**config.mk**
```make
export PLATFORM = sky130hd
export DESIGN_NAME = serial_tx_flat
export DESIGN_NICKNAME = d
export VERILOG_FILES = /design/src/rtl/serial_tx_if.sv /design/src/rtl/serial_tx.sv /design/src/flat_wrapper.sv
export SDC_FILE = /design/constraint.sdc
export NUM_CORES = 1
export LEC_CHECK = 0
export ABC_AREA = 1
export CAP_MARGIN = 20
export CELL_PAD_IN_SITES_DETAIL_PLACEMENT = 0
export CELL_PAD_IN_SITES_GLOBAL_PLACEMENT = 1
export CORE_ASPECT_RATIO = 1.75
export CORE_UTILIZATION = 33
export CTS_BUF_LIST = sky130_fd_sc_hd__clkbuf_16
export CTS_CLUSTER_DIAMETER = 30
export DETAILED_ROUTE_END_ITERATION = 6
export HOLD_SLACK_MARGIN = 0.1
export PLACE_DENSITY_LB_ADDON = 0.1
export SYNTH_ARGS = -nofsm -noshare
export SYNTH_HDL_FRONTEND = slang
export SYNTH_SLANG_ARGS = --single-unit
```
**constraint.sdc**
```tcl
create_clock -name clock -period 1.7 [get_ports clock]
set_clock_uncertainty 0.15 [all_clocks]
set_input_delay 0.34 -clock clock [delete_from_list [all_inputs] [get_ports clock]]
set_output_delay 0.34 -clock clock [all_outputs]
set_load 0.01 [all_outputs]
```
**src/rtl/serial_tx_if.sv**
```systemverilog
// Parallel-load / serial-out link bundle between a frame source and serial_tx.
// Handshake: load is sampled on a rising clock edge only while ready=1; busy and ready are complementary.
interface serial_tx_if #(
  parameter int DATA_W = 8
);
  logic              load;
  logic [DATA_W-1:0] data_in;
  logic              tx;
  logic              ready;
  logic              busy;
  logic              done;
  logic [1:0]        state;

  modport master (
    output load, data_in,
    input  tx, ready, busy, done, state
  );

  modport slave (
    input  load, data_in,
    output tx, ready, busy, done, state
  );
endinterface

```
**src/rtl/serial_tx.sv**
```systemverilog
// Start/data/stop frame serializer: one start bit (0), DATA_W data bits, one stop bit (1),
// each held CLKS_PER_BIT clocks; every line output comes straight from a flop.
module serial_tx #(
  parameter int DATA_W       = 8,
  parameter int CLKS_PER_BIT = 4,
  parameter int LSB_FIRST    = 1
) (
  input  logic        clock,
  input  logic        resetn,
  serial_tx_if.slave  bus,
  output logic        LED0,
  output logic        LED9
);
  localparam int DIV_W = (CLKS_PER_BIT > 1) ? $clog2(CLKS_PER_BIT) : 1;
  localparam int CNT_W = (DATA_W > 1) ? $clog2(DATA_W) : 1;

  typedef enum logic [1:0] {IDLE, START, DATA, STOP} state_t;

  state_t            state_q;
  logic [DATA_W-1:0] shreg_q;
  logic [DATA_W-1:0] shreg_d;
  logic [CNT_W-1:0]  bit_cnt_q;
  logic [DIV_W-1:0]  div_q;
  logic              tx_q;
  logic              ready_q;
  logic              busy_q;
  logic              done_q;
  logic              slot_end;
  logic              cur_bit;
  logic              next_bit;

  assign slot_end = (div_q == DIV_W'(CLKS_PER_BIT - 1));
  assign shreg_d  = (LSB_FIRST != 0) ? (shreg_q >> 1) : (shreg_q << 1);
  assign cur_bit  = (LSB_FIRST != 0) ? shreg_q[0] : shreg_q[DATA_W-1];
  // tx is registered, so the bit for the next slot is taken from the already-shifted word
  assign next_bit = (LSB_FIRST != 0) ? shreg_d[0] : shreg_d[DATA_W-1];

  always_ff @(posedge clock or negedge resetn) begin
    if (!resetn) begin
      state_q   <= IDLE;
      shreg_q   <= '0;
      bit_cnt_q <= '0;
      div_q     <= '0;
      tx_q      <= 1'b1;
      ready_q   <= 1'b1;
      busy_q    <= 1'b0;
      done_q    <= 1'b0;
    end else begin
      done_q <= 1'b0;
      case (state_q)
        IDLE: begin
          if (bus.load) begin
            shreg_q   <= bus.data_in;
            div_q     <= '0;
            bit_cnt_q <= '0;
            tx_q      <= 1'b0;
            busy_q    <= 1'b1;
            ready_q   <= 1'b0;
            state_q   <= START;
          end
        end
        START: begin
          if (slot_end) begin
            div_q     <= '0;
            bit_cnt_q <= '0;
            tx_q      <= cur_bit;
            state_q   <= DATA;
          end else begin
            div_q <= div_q + DIV_W'(1);
          end
        end
        DATA: begin
          if (slot_end) begin
            div_q <= '0;
            // the counter stops at DATA_W-1 so it never wraps its clog2 width
            if (bit_cnt_q == CNT_W'(DATA_W - 1)) begin
              tx_q    <= 1'b1;
              state_q <= STOP;
            end else begin
              shreg_q   <= shreg_d;
              bit_cnt_q <= bit_cnt_q + CNT_W'(1);
              tx_q      <= next_bit;
            end
          end else begin
            div_q <= div_q + DIV_W'(1);
          end
        end
        STOP: begin
          if (slot_end) begin
            div_q   <= '0;
            done_q  <= 1'b1;
            ready_q <= 1'b1;
            busy_q  <= 1'b0;
            state_q <= IDLE;
          end else begin
            div_q <= div_q + DIV_W'(1);
          end
        end
        default: state_q <= IDLE;
      endcase
    end
  end

  assign bus.tx    = tx_q;
  assign bus.ready = ready_q;
  assign bus.busy  = busy_q;
  assign bus.done  = done_q;
  assign bus.state = state_q;
  assign LED0      = tx_q;
  assign LED9      = busy_q;
endmodule

```
**src/flat_wrapper.sv**
```systemverilog
// flat-port wrapper written by rule: the top's interface ports become plain ports
module serial_tx_flat 
#(
  parameter int DATA_W       = 8,
  parameter int CLKS_PER_BIT = 4,
  parameter int LSB_FIRST    = 1
)
  (clock, resetn, LED0, LED9, bus_load, bus_data_in, bus_tx, bus_ready, bus_busy, bus_done, bus_state);
  serial_tx_if #(.DATA_W(DATA_W)) bus_i ();
  input  logic clock;
  input  logic resetn;
  output logic LED0;
  output logic LED9;
  input wire logic [$bits(bus_i.load)-1:0] bus_load;
  input wire logic [$bits(bus_i.data_in)-1:0] bus_data_in;
  output wire logic [$bits(bus_i.tx)-1:0] bus_tx;
  output wire logic [$bits(bus_i.ready)-1:0] bus_ready;
  output wire logic [$bits(bus_i.busy)-1:0] bus_busy;
  output wire logic [$bits(bus_i.done)-1:0] bus_done;
  output wire logic [$bits(bus_i.state)-1:0] bus_state;
  assign bus_i.load = bus_load;
  assign bus_i.data_in = bus_data_in;
  assign bus_tx = bus_i.tx;
  assign bus_ready = bus_i.ready;
  assign bus_busy = bus_i.busy;
  assign bus_done = bus_i.done;
  assign bus_state = bus_i.state;
  serial_tx #(.DATA_W(DATA_W), .CLKS_PER_BIT(CLKS_PER_BIT), .LSB_FIRST(LSB_FIRST)) u_core (.clock(clock), .resetn(resetn), .bus(bus_i), .LED0(LED0), .LED9(LED9));
endmodule
```
==> run summary, run 1 <==
Clock Latency Late Sink - 250 ps
DR WL/cell - 11.35 um
Register bit total from synthesis - 19
Hold_buf cts - 0
CTS tree - yes
Critical Path RT - 1210 ps
Row cnt - 27
Worst EP arrival - 1150 ps
Post-Route WL - 2600 um
Total GRT Usage - 18.05%
Critical Path Source Type - register
Total Die Area - 3605 sq um
Final setup fails - 0
Min-delay worst type - in -> async
Yosys top cell area share - 38.37%
R2R Setup Slk - 90 ps
Final Non-Filler Cells - 229
Number of CTS-inserted buffers - 3
Chip Width - 45.82 um
Netlist cell types - 18
Layout Area Growth over Synthesis - 40.18%
CTS root buf - clkbuf_16
Largest net degree at the start of global routing - 20
Placer Congestion - 0.7767
Setup crit start - u_core.LED9
Clock transition at the registers of the reported paths - 60 ps
Vias - 1,025
Period Utilization, post-route - 96.35%
Max incr delay on CP - 540 ps
Io pins - 19
Sequential cell area fraction in the yosys report - 43.12%
Starting Density - 34.91%
Antenna viol nets, final - 0
Total gr overflow - 0
Post-DP Area - 1443 sq um
Pwr Density - 1888 nW/um^2
Most frequent cells in the layout - nand2_1 (74), buf_4 (17), dfrtp_1 (17), clkdlybuf4s50_1 (13), inv_1 (12)
Max-cap violations - 0
Ant. Diodes - 0
First-iteration detailed-routing DRC count - 8
Maximum clock frequency - 610.5 MHz
Fin. Hold Viols - 0
Syn Inst Count - 149
Post-route cell area - 1554 sq um
Initial antenna violation count - 0
Layout cells sized above 1 - 21.51%
Vias per Instance - 4.476
Final worst path period need - 1638 ps
Buffers on Ports - 18
Vias in the first global route - 1,137
Syn Area/Cell - 7.440 sq um
Delay-heaviest family, CP - buffers and inverters
Net Count, Synth - 169
Synth area leaders - dfrtp_1 (38%), nand2_1 (25%), ha_1 (10%), dfstp_2 (4.7%), inv_1 (4.4%)
First-pass GRT wire length - 4761 um
Slowest CP cell - clkdlybuf4s50_1
Max Slew Vio Count - 0
R2r startpoint - u_core.bus.state[1]
Buffers & Inverters on Critical Path - 1
Core area - 3176 sq um
# H-tree levels - 1
Placed Cells - 223
Outcome - complete, no violations
Synth Warn # - 0
Crit path max fanout - 3
Drt first pass iters - 4
Final #Nets - 207
Peak supply drop - 0.7629 mV
Leakage power - 0.0008728 uW
Critical Setup Path Class - reg -> out
Die height - 78.68 um
Crit path capture type - output pin
Number of clock sinks - 19
Synthesized area - 1109 sq um
# DRC - 0
Crit path cell chain - clkdlybuf4s50_1
FILL cells - 345
Slew margin rel. - 83.93%
Most common cell after layout, fill and taps aside - nand2_1
Detailed Place HPWL - 2079 um
Longest Clk Path Bufs - 2
Yosys top cell by area - dfrtp_1
Actual slew at the worst max-slew pin - 238.5 ps
-- sequential cells by signal, indices dropped and copies added, names as in the netlist --
signal            cells
u_core.shreg_q        8
u_core.bit_cnt_q      3
u_core.bus.state      2
u_core.div_q          2
u_core.LED0           1
u_core.LED9           1
u_core.bus.done       1
u_core.bus.ready      1
-- cells by family (layout without fill, tap and decap cells) --
kind of cell / after synthesis / in the layout / synth area share, %
adder cells (fa/ha/maj): 9 / 9 / 10.16
flip-flops: 19 / 19 / 43.12
AO/OA/AOI/OAI: 7 / 7 / 3.837
buffers and inverters: 20 / 57 / 7.788
AND/OR/NAND/NOR: 94 / 94 / 35.10
-- per-layer routing --
layer / GRT usage (%) / share of wire, %
met5: 0 / 0
met4: 6.176 / 0.73
met3: 2.069 / 1.5
met2: 35.29 / 58
met1: 17.93 / 39
-- per-stage QoR --
stage	setup TNS, ps	util, %	total power, uW	setup slack, ps	hold WS (ps)
final	0	48.94	2933	62.07	276.4
after global routing	-2.223	48.94	3253	-2.223	304.6
after CTS	0	47.95	2894	36.91	293.0
after detailed placement	0	45.43	2418	6.649	306.1
after global placement	-1.492	45.43	2397	-1.492	305.0
after floorplan	0	-	1733	106.6	-105.6
-- where the power goes --
group          switching, uW  leakage, uW  internal [uW]
Clock                    166    0.0000423            313
Sequential               114     0.000237            660
Combinational            925     0.000594            756
Total                   1200     0.000873           1730
-- path summary, 6_finish.rpt --
kind                                      to  cells past startpoint
max                                     LED9                      1
min                          u_core.div_q[0]                      2
max reg2reg                u_core.shreg_q[6]                      9
min reg2reg                 u_core.bus.ready                      2
max in group asynchronous   u_core.bus.ready                      2
min in group clock          u_core.bus.ready                      2
-- what timing repair did --
action	CTS	global route
endpoints found under the setup margin	5	15
buffers inserted	1	1
gates resized for setup	5	11
pin swaps	0	1
-- synth_stat cells --
cell      number
dfrtp_1       17
inv_2          3
dfstp_2        2
inv_4          1
buf_4          2
nand2_1       75
o211ai_1       1
nand4_1        3
inv_1         13
ha_1           9
o21bai_1       2
nand2_2        3
nor2_2         1
o21ai_0        4
buf_2          1
nand3_1        9
nor2_4         1
nor2_1         2
-- final cells by class --
type / instances / area [sq um] / area share, %
Inverter: 17 / 66.31 / 4.267
Clock inverter: 1 / 3.754 / 0.2415
Sequential cell: 19 / 478.0 / 30.76
Clock buffer: 3 / 75.07 / 4.831
Tap cell: 43 / 53.80 / 3.462
Multi-Input combinational cell: 110 / 564.3 / 36.31
Timing Repair Buffer: 36 / 312.8 / 20.13
No activity file was read; power rests on OpenSTA's default activity.
==> run 2: changes to the inputs <==
SLEW_MARGIN = 20   (was not set)
==> results of run 2 <==
Final layout, timing and power as in run 1 (identical DEF).
